<file path="src/rtl/cpu_ctrl_pkg.sv">
// Shared control-flow definitions: op codes, sequencer states and fault codes
// used by the call/return sequencer and its neighbours in the core.
package cpu_ctrl_pkg;

    typedef enum logic [2:0] {
        OP_NEXT = 3'd0,
        OP_JUMP = 3'd1,
        OP_CALL = 3'd2,
        OP_RET  = 3'd3,
        OP_HALT = 3'd4
    } op_e;

    typedef enum logic [1:0] {
        ST_RUN      = 2'd0,
        ST_RET_WAIT = 2'd1,
        ST_HALTED   = 2'd2,
        ST_FAULT    = 2'd3
    } seq_state_e;

    typedef enum logic [1:0] {
        FC_NONE      = 2'd0,
        FC_OVERFLOW  = 2'd1,
        FC_UNDERFLOW = 2'd2,
        FC_ILLEGAL   = 2'd3
    } fault_code_e;

endpackage

</file>
<file path="src/rtl/call_depth_counter.sv">
// Tracks live call-stack entries (0..2**STACK_PTR_WIDTH); saturates at both ends
// so occupancy never wraps.
module call_depth_counter #(
    parameter int STACK_PTR_WIDTH = 6
) (
    input  logic                     clk,
    input  logic                     rst_n,
    input  logic                     inc,
    input  logic                     dec,
    output logic [STACK_PTR_WIDTH:0] depth,
    output logic                     full,
    output logic                     empty
);

    localparam logic [STACK_PTR_WIDTH:0] CAPACITY = {1'b1, {STACK_PTR_WIDTH{1'b0}}};
    localparam logic [STACK_PTR_WIDTH:0] ONE      = {{STACK_PTR_WIDTH{1'b0}}, 1'b1};

    assign full  = (depth == CAPACITY);
    assign empty = (depth == '0);

    // NOTE: sequential state is updated only with non-blocking assignments so
    // every flop samples pre-edge values regardless of block ordering.
    always_ff @(posedge clk or negedge rst_n) begin
        if (!rst_n) begin
            depth <= '0;
        end else if (inc && !dec && !full) begin
            depth <= depth + ONE;
        end else if (dec && !inc && !empty) begin
            depth <= depth - ONE;
        end
    end

endmodule

</file>
<file path="src/rtl/call_ret_sequencer.sv">
// Program-counter sequencer for NEXT/JUMP/CALL/RET/HALT; drives an external
// LIFO call stack and tracks its depth, faulting on overflow/underflow/illegal ops.
module call_ret_sequencer
    import cpu_ctrl_pkg::*;
#(
    parameter int INSTRUCTION_ADDR_SIZE = 10,
    parameter int STACK_PTR_WIDTH       = 6,
    parameter logic [INSTRUCTION_ADDR_SIZE-1:0] RESET_PC = '0
) (
    input  logic                             clk,
    input  logic                             rst_n,
    input  logic                             op_valid,
    output logic                             op_ready,
    input  logic [2:0]                       op_code,
    input  logic [INSTRUCTION_ADDR_SIZE-1:0] op_target,
    output logic [INSTRUCTION_ADDR_SIZE-1:0] pc,
    output logic                             pc_valid,
    output logic                             stack_en,
    output logic                             stack_push,
    output logic [INSTRUCTION_ADDR_SIZE-1:0] stack_addr,
    input  logic [INSTRUCTION_ADDR_SIZE-1:0] stack_out,
    output logic [STACK_PTR_WIDTH:0]         depth,
    output logic                             fault,
    output logic [1:0]                       fault_code,
    output logic                             halted
);

    localparam int IAS = INSTRUCTION_ADDR_SIZE;
    localparam logic [IAS-1:0] PC_ONE = {{(IAS-1){1'b0}}, 1'b1};

    seq_state_e     state;
    logic           accept;
    logic           is_full;
    logic           is_empty;
    logic           do_call;
    logic           do_ret;
    logic [IAS-1:0] pc_inc;

    assign op_ready = (state == ST_RUN);
    assign pc_valid = (state == ST_RUN);
    assign accept   = op_valid && op_ready;
    assign pc_inc   = pc + PC_ONE;

    call_depth_counter #(
        .STACK_PTR_WIDTH(STACK_PTR_WIDTH)
    ) u_depth (
        .clk   (clk),
        .rst_n (rst_n),
        .inc   (do_call),
        .dec   (do_ret),
        .depth (depth),
        .full  (is_full),
        .empty (is_empty)
    );

    // Stack strobes are combinational so the push/pop lands in the accept cycle.
    always_comb begin
        // NOTE: every output gets a default first, so no path leaves a value
        // held and no latch is inferred.
        stack_en   = 1'b0;
        stack_push = 1'b0;
        stack_addr = '0;
        do_call    = 1'b0;
        do_ret     = 1'b0;
        if (accept) begin
            case (op_code)
                OP_CALL: begin
                    if (!is_full) begin
                        do_call    = 1'b1;
                        stack_en   = 1'b1;
                        stack_push = 1'b1;
                        stack_addr = pc_inc;
                    end
                end
                OP_RET: begin
                    if (!is_empty) begin
                        do_ret   = 1'b1;
                        stack_en = 1'b1;
                    end
                end
                default: ;
            endcase
        end
    end

    always_ff @(posedge clk or negedge rst_n) begin
        if (!rst_n) begin
            state      <= ST_RUN;
            pc         <= RESET_PC;
            fault      <= 1'b0;
            fault_code <= FC_NONE;
            halted     <= 1'b0;
        end else begin
            case (state)
                ST_RUN: begin
                    if (accept) begin
                        case (op_code)
                            OP_NEXT: pc <= pc_inc;
                            OP_JUMP: pc <= op_target;
                            OP_CALL: begin
                                if (is_full) begin
                                    state      <= ST_FAULT;
                                    fault      <= 1'b1;
                                    fault_code <= FC_OVERFLOW;
                                end else begin
                                    pc <= op_target;
                                end
                            end
                            OP_RET: begin
                                if (is_empty) begin
                                    state      <= ST_FAULT;
                                    fault      <= 1'b1;
                                    fault_code <= FC_UNDERFLOW;
                                end else begin
                                    state <= ST_RET_WAIT;
                                end
                            end
                            OP_HALT: begin
                                state  <= ST_HALTED;
                                halted <= 1'b1;
                            end
                            default: begin
                                state      <= ST_FAULT;
                                fault      <= 1'b1;
                                fault_code <= FC_ILLEGAL;
                            end
                        endcase
                    end
                end
                // Popped return address is valid one cycle after the pop strobe.
                ST_RET_WAIT: begin
                    pc    <= stack_out;
                    state <= ST_RUN;
                end
                default: ;
            endcase
        end
    end

endmodule

</file>
<file path="config.mk">
export PLATFORM = sky130hd
export DESIGN_NAME = call_ret_sequencer
export DESIGN_NICKNAME = d
export VERILOG_FILES = /design/src/rtl/cpu_ctrl_pkg.sv /design/src/rtl/call_depth_counter.sv /design/src/rtl/call_ret_sequencer.sv
export SDC_FILE = /design/constraint.sdc
export NUM_CORES = 1
export LEC_CHECK = 0
export CORE_MARGIN = 5
export CORE_UTILIZATION = 50
export CTS_CLUSTER_SIZE = 20
export DETAILED_ROUTE_END_ITERATION = 16
export GPL_ROUTABILITY_DRIVEN = 1
export GPL_TIMING_DRIVEN = 0
export PLACE_DENSITY = 0.86
export SLEW_MARGIN = 20
export SYNTH_ARGS = -nofsm -noshare
export SYNTH_HDL_FRONTEND = slang
export SYNTH_SLANG_ARGS = --single-unit
</file>
<file path="constraint.sdc">
create_clock -name clk -period 6.3 [get_ports clk]
set_input_delay 1.26 -clock clk [delete_from_list [all_inputs] [get_ports clk]]
set_output_delay 1.26 -clock clk [all_outputs]
set_load 0.01 [all_outputs]
</file>
==> results by group <==
Floorplanning
  – Die height: approximately 70 µm
  – Rows: 22
  – CORE AREA: between 3000 and 4000 µm²
  – Starting Density: 50.56%
  – Die Width: around 70 µm
  – IO Pins: slightly above 60
  – Die area: roughly 5000 µm²

Clock network
  – TritonCTS clock tree: built
  – Deepest clock path buffer count: 2
  – Total CTS buffers: 3
  – Worst skew pair latency: 260 ps
  – Cts repair resizes: 0
  – Cts-stage hold buffer count: 0
  – Buffer count from post-CTS setup fixing: 0
  – CTS Root Cell: clkbuf_8
  – Clk slew on worst S/H paths: 80 ps
  – Htree depth: 1
  – CTS Sinks: 23

Synth
  – Flops & latches, synth: 23
  – Post-synthesis sequential area ratio: 31.57%
  – Async set-reset flop share out of synthesis: 100.0%
  – Number of synthesized flops with an enable pin: 0
  – Syn_nets: roughly 240
  – Netlist cell types: 56
  – Avg Cell Area, Syn: 8.893 µm²
  – Yosys warnings: 0
  – Mapped Area: 1823 µm²
  – Top_reg_cell synth: dfrtp_1
  – Syn Inst Count: 205

STA
  – Max-slew headroom: 65.19%
  – Max Fclk: 217.4 MHz
  – Period minus WS final: 4599 ps
  – Min Hold Slack: 472.8 ps
  – Slew Viols, Final: 0
  – Setup violations, final: 0
  – TNS Setup: 0 ps
  – Final hold vios: 0
  – Worst Max-Slew Pin Slew: 522.2 ps
  – Clk_skew: 4.565 ps
  – Unrepaired setup endpoints after global routing: no
  – Fin crit share: 73.00%

Layout
  – Layout cells sized above 1: about an eighth
  – Util after Layout: 69.43%
  – Area delta synth->final: 37.34%
  – Ant. Diodes: 0
  – Finished Cell Area: between 2000 and 3000 µm²
  – Nets: 302

Drt
  – DR WL/cell: 15.19 µm
  – Vias per cell: 5.730
  – Iter 0 DRT Violations: 145
  – Antenna Violating Nets Remaining: 0
  – First drt pass iteration count: 4
  – Final wirelength: 4785 µm
  – DRC violation count after routing: 0
  – Routed via count: 1,805

Setup path
  – CP Launch Type: input pin
  – Critical path fanouts, max: 8
  – Reg2Reg Setup Slack: around 3200 ps
  – WP data required: 5040 ps
  – CP Class: input pin to primary output
  – Crit-path slowest cell: clkdlybuf4s50_1
  – Bufs and invs on worst path: 4
  – Crit path DAT: 3340 ps
  – Kind of cell adding the most delay to the critical path: buffers and inverters
  – CP endpoint kind: primary output
  – CP cell instances: clkdlybuf4s50_1 > nor3b_4 > nand2_1 > or2_1 > buf_4 > inv_2 > clkdlybuf4s50_1
  – Critical Path Max Stage Delay: 530 ps
  – Most frequent CP cell: clkdlybuf4s50_1

Placed design
  – Buffers on Ports: 58
  – Placed Area: ~2500 µm²
  – Post-DP HPWL: 3661 µm
  – Final Wtd Congestion: 0.8152

GRT
  – Met1 Track Usage GR: 26.84%
  – Initial antenna violation count: 0
  – Remaining global-route overflow: 0
  – Met3 Use GR: 3.597%
  – Global-route wire length before repair: 8390 µm
  – Top Usage Layer GRT: met2
  – Gr usage total: 19.99%
  – Met2 Usage GRT: 33.89%
  – Number of global-route vias before repair: between 1,500 and 2,000
  – Largest net degree at the start of global routing: 24

Run
  – Total of max-cap violations: 0

Power and ir drop
  – Pwr per Cell Area: 330.8 nW/µm²
  – VDD IR max: ~230 µV
  – Static Leak: 0.0009922 µW

Status
  – Status: finished, final reports clean

Worst hold path
  – Hold Crit Class: register to register
[cells by family (layout without fill, tap and decap cells)]
group | count (synthesis) | after routing | synth area share, %
AND/OR/NAND/NOR | 77 | 77 | 24.09
AO/OA/AOI/OAI | 60 | 60 | 23.61
flip-flops | 23 | 23 | 31.57
buffers and inverters | 22 | 84 | 6.932
XOR/XNOR | 9 | 9 | 4.324
adder cells (fa/ha/maj) | 8 | 8 | 5.902
multiplexers | 6 | 6 | 3.569
[worst paths after layout]
kind	startpoint	end	cells past startpoint
max	op_valid	stack_en	7
min	fault	fault	1
max reg2reg	u_depth.depth[0]	u_depth.depth[6]	9
min reg2reg	fault	fault	1
max in group asynchronous	rst_n	u_depth.depth[2]	1
min in group asynchronous	rst_n	pc[8]	1
[flip-flops by register name, indices dropped and copies added, names as in the netlist]
signal / cells
state: 2
pc: 10
fault_code: 2
halted: 1
fault: 1
u_depth.depth: 7
[Yosys cell counts (3+ instances only)]
library cell | count | area [µm²]
nor3_1 | 15 | 75.07
or2_2 | 4 | 25.02
nor2b_1 | 3 | 18.77
buf_2 | 4 | 20.02
xnor2_1 | 6 | 52.55
nand2b_1 | 3 | 18.77
ha_1 | 7 | 87.58
nor2_1 | 11 | 41.29
buf_6 | 3 | 33.78
inv_1 | 7 | 26.28
buf_4 | 4 | 30.03
nand3_1 | 7 | 35.03
o31ai_1 | 3 | 22.52
a21oi_1 | 10 | 50.05
o21ai_0 | 12 | 60.06
dfrtp_1 | 23 | 575.6
and3_1 | 4 | 25.02
nand2_1 | 14 | 52.55
xor2_1 | 3 | 26.28
a31oi_1 | 8 | 50.05
a311o_1 | 5 | 50.05
[layer usage]
metal	wire length (µm)	vias up
li1	-	893
met5	0	-
met4	22	0
met1	2117	831
met3	369	4
met2	2276	77
[placed cells by master (no fill, tap or decap), types with 3 or more instances in the layout]
cell type / n
a21oi_1: 10
a311o_1: 5
a31oi_1: 8
and3_1: 4
buf_2: 5
buf_4: 4
buf_6: 3
clkbuf_1: 3
clkbuf_8: 3
clkdlybuf4s50_1: 57
dfrtp_1: 23
ha_1: 7
inv_1: 7
nand2_1: 14
nand2b_1: 3
nand3_1: 7
nor2_1: 11
nor2b_1: 3
nor3_1: 15
o21ai_0: 12
o31ai_1: 3
or2_2: 4
xnor2_1: 6
xor2_1: 3
[metrics by stage]
stage | power (µW) | setup slack [ps] | std cells
after detailed placement | 737.7 | 1690 | 311
after floorplan | 558.5 | 2838 | 205
after global routing | 892.9 | 1541 | 315
after global placement | 727.8 | 1695 | 311
final | 828.2 | 1701 | 315
after CTS | 831.6 | 1703 | 315
[cell type report]
class                   count  area [µm²]
flip-flops and latches     23       575.6
clock buffers               4       45.04
fillers                   310        1102
inverters                   8       30.03
well taps                  48       60.06
repair buffers             58       575.6
multi-input cells         160        1121
plain buffers              14       96.34
[power by group]
part / total [µW] / leakage (µW) / switching, µW / internal, µW
Clock: 90.3 / 0.0000228 / 45.3 / 45.0
Sequential: 282 / 0.000265 / 81.8 / 200
Combinational: 456 / 0.000705 / 204 / 252
Power figures use the tool's default switching activity.
==> patch 1 (same settings) <==
The 4 states of `seq_state_e` get a Gray code encoding in 2 bits.
--- a/src/rtl/cpu_ctrl_pkg.sv
+++ b/src/rtl/cpu_ctrl_pkg.sv
@@ -13,6 +13,6 @@
     typedef enum logic [1:0] {
-        ST_RUN      = 2'd0,
-        ST_RET_WAIT = 2'd1,
-        ST_HALTED   = 2'd2,
-        ST_FAULT    = 2'd3
+        ST_RUN      = 2'b00,
+        ST_RET_WAIT = 2'b01,
+        ST_HALTED   = 2'b11,
+        ST_FAULT    = 2'b10
     } seq_state_e;
Behaviour: same outputs for any inputs over 10 cycles, from zero or initial values and one cycle with rst_n low; not proved beyond that.
==> patch 1 against the original RTL <==
  * Synthesized area down 5.2%
  * Power fell by 9.1%
  * Final area is 4.6% lower
  * Sequential cell count unchanged
  * Wire length fell by 5.7%
  * Register-to-register slack worse by 0.19 ns
  * Count of clock-buffer cells in the layout is the same
  * Worst setup slack worse by 0.24 ns
  * Critical path type unchanged
  * Highest routed layer unchanged
==> patch 1: results <==
[run_status]
status = "complete, no violations"

[synthesis]
ys.flop_type = "dfrtp_1"
netlist_top_cells_count = "nand2_1, nor2_1, dfrtp_1"
ys_seq_area_share_pct = 33.3
yosysWarnings = 0
synth_cell_types = 52
yosys-top-cells-area = "dfrtp_1, nand2_1, nor2_1"
async_flop_share_pct = 100
synth_nets = 238
synth.most_common_cell = "nand2_1"

[place]
io_buffers = 58
dp_worst_setup_slack_ns = 1.47
gp_congestion = 0.899
placed_area_um2 = 2370
dp_hpwl_um = 3510

[route]
wl_per_cell_um = 14.4
top_layer_used = "met4"
wl_met1_um = 2040
vias = 1700
dr.first_iter.drc_count = 140
wl_met2_um = 2080
met3_length_um = 320

[clock_tree]
cts.clk_slew.worst_paths_ns = 0.12
cts_resized = 0
cts-root-buf = "clkbuf_4"
cts_buffers = 3
clock_latency_ns = 0.31

[global_routing]
gr-usage-met3_pct = 4.38
grt_pass1_wl_um = 7310
use_met1_pct = 26.9
grt_pass1_vias = 1646
grt_util_met2_pct = 33.1
grt_use_total_pct = 20.1

[sta]
worst_slew_pin_slew_ns = 0.530
clock_skew_ns = 0.00608

[worst_setup_path]
cp_top_family = "buffers and inverters"
reg2reg_to = "u_depth.depth[6]$_DFFE_PN0P_"
slowest_delay_ns = 0.56
reg2regPathDepth = 10
cp_max_fo = 14
r2r_start = "u_depth.depth[1]$_DFFE_PN0P_"
arrival_ns = 3.58
r2r_slack_ns = 3.00

[cells_and_area]
fin_nets = 301
drive_gt1_share_pct = 9.74
fill_cells = 290
largest_registers = "pc (10), u_depth.depth (7)"
n_antenna_cell = 0

[power]
p_leak_nw = 0.955
peakVddDrop_uv = 180

[min_path]
hold_depth = 1
==> patch 1: where the power goes <==
part | internal, mW | switching (mW)
clock | 0.0247 | 0.0456
combinational | 0.226 | 0.194
sequential | 0.195 | 0.0684
==> patch 1: cell type report <==
cell class / instances / area, um2 / area share [%]
inverter: 7 / 26.3 / 1.10
tap: 46 / 57.6 / 2.41
clock buffer: 4 / 26.3 / 1.10
sequential: 23 / 576 / 24.1
multi-input combinational: 162 / 1060 / 44.2
buffer: 13 / 70.1 / 2.94
timing repair buffer: 58 / 576 / 24.1
==> patch 1: how the worst max path moves through the flow <==
stage	startpoint	end	slack, ns
after floorplan	op_code[1]	stack_addr[2]	2.65
after global placement	op_valid	stack_addr[8]	1.49
after CTS	op_valid	stack_addr[8]	1.47
after detailed placement	op_valid	stack_addr[8]	1.47
final	op_valid	stack_addr[8]	1.46
after global routing	op_valid	stack_addr[8]	1.35
==> patch 1: logic make-up (layout without fill, tap and decap cells) <==
logic type,count (synthesis),after routing,share of synthesized area (%)
flip-flops,23,23,33.3
AND/OR/NAND/NOR,82,82,24.2
adder cells (fa/ha/maj),7,7,5.50
buffers and inverters,20,82,5.58
AO/OA/AOI/OAI,56,56,22.6
XOR/XNOR,15,15,7.60
multiplexers,2,2,1.23
==> patch 1: through the flow <==
stage | hold WS, ns | instances | total power [mW] | util (%)
CTS | 0.485 | 313 | 0.756 | 71.7
finish | 0.480 | 313 | 0.753 | 71.5
detailed placement | 0.456 | 309 | 0.685 | 70.9
global route | 0.520 | 313 | 0.815 | 71.5
global placement | 0.451 | 309 | 0.672 | 70.9
floorplan | 0.512 | 205 | 0.514 | -
==> patch 2 (same flow settings) <==
Made on the original files. Set the parameter `INSTRUCTION_ADDR_SIZE` to 12 (it was 10).
--- a/src/rtl/call_ret_sequencer.sv
+++ b/src/rtl/call_ret_sequencer.sv
@@ -5,3 +5,3 @@
 #(
-    parameter int INSTRUCTION_ADDR_SIZE = 10,
+    parameter int INSTRUCTION_ADDR_SIZE = 12,
     parameter int STACK_PTR_WIDTH       = 6,
Interface: changed (resized op_target, pc, stack_addr and stack_out); port bits go from 61 to 69. No check against the original RTL was run, so the function may have changed too.
==> patch 2 against the original RTL <==
  * Maximum frequency fell by 6.0%
  * Sequential share of layout area down 1.4 points
  * Final area is 16% higher
  * Sequential cell count rose by 2
  * First-iteration DRC count fell by 0.69%
  * Synthesized area is 16% higher
  * Wire length rose by 32%
  * Worst setup slack got worse by 0.29 ns
  * Power up 33%
  * Largest cell class unchanged
  * Largest power group unchanged
==> patch 2: results <==
[run_status]
status = "complete, no violations"

[synthesis]
synth-compound-area-share_pct = 26.2
synth_cell_types = 63
yosys-top-cells-area = "dfrtp_1, ha_1, nor2_1"
netlist_top_cells_count = "dfrtp_1, nor2_1, nand2_1"
ys_seq_area_share_pct = 29.5

[sta]
maxSlewHeadroom_pct = 59.3
clock_skew_ns = 0.00395

[worst_setup_path]
r2r_slack_ns = 3.24
crit_start = "op_code[1]"
r2r_start = "u_depth.depth[1]$_DFFE_PN0P_"
reg2reg_to = "u_depth.depth[5]$_DFFE_PN0P_"
arrival_ns = 3.63
reg2regPathDepth = 8

[route]
dr.first_iter.drc_count = 144
wl_um = 6320
vias = 2235

[clock_tree]
clock_latency_ns = 0.28

[global_routing]
use_met1_pct = 33.6
grt_use_total_pct = 23.4
grt_start_max_net_pins = 26
grt_pass1_wl_um = 10200

[place]
dp.cells = 364
dp_hpwl_um = 4670
dp_worst_setup_slack_ns = 1.41

[power]
switching_power_mw = 0.481
combPwrFrac_pct = 60.9
p_leak_nw = 1.15
patch 2: cell count changes in the layout (fill, tap and decap cells not counted), sizes merged, moves of 4 or more:
cell and delta:
nor2 +12, clkdlybuf4s50 +9, nand2 +7, a31o +4
patch 2: final cells by class:
cell class	count	area, um2
multi-input cells	196	1340
fillers	344	1160
repair buffers	67	666
flip-flops and latches	25	626
plain buffers	16	123
well taps	50	62.6
clock buffers	4	45.0
inverters	10	37.5
patch 2: how the worst min path moves through the flow:
| stage | cells after the start | end | from | slack [ns] |
|---|---|---|---|---|
| 2_1_floorplan | 1 | halted$_DFFE_PN0P_ | halted$_DFFE_PN0P_ | 0.51 |
| 3_3_place_gp | 1 | fault$_DFFE_PN0P_ | fault$_DFFE_PN0P_ | 0.45 |
| 3_5_place_dp | 1 | fault$_DFFE_PN0P_ | fault$_DFFE_PN0P_ | 0.46 |
| 4_1_cts | 1 | fault$_DFFE_PN0P_ | fault$_DFFE_PN0P_ | 0.48 |
| 5_1_grt | 1 | fault$_DFFE_PN0P_ | fault$_DFFE_PN0P_ | 0.50 |
| 6_report | 1 | fault$_DFFE_PN0P_ | fault$_DFFE_PN0P_ | 0.47 |
patch 2: worst reg2reg max path, cell delays in order (launching register included):
cell	delay [ns]
dfrtp_1	0.45
nor4_4	0.61
and3_1	0.24
or2_2	0.15
buf_2	0.32
ha_1	0.34
a21o_1	0.22
or3_1	0.36
a32o_1	0.26
patch 2: kinds of logic (layout without fill, tap and decap cells):
group | Yosys count | count (layout)
AO/OA/AOI/OAI | 75 | 75
buffers and inverters | 26 | 97
adder cells (fa/ha/maj) | 8 | 8
multiplexers | 4 | 4
XOR/XNOR | 11 | 11
flip-flops | 25 | 25
AND/OR/NAND/NOR | 98 | 98
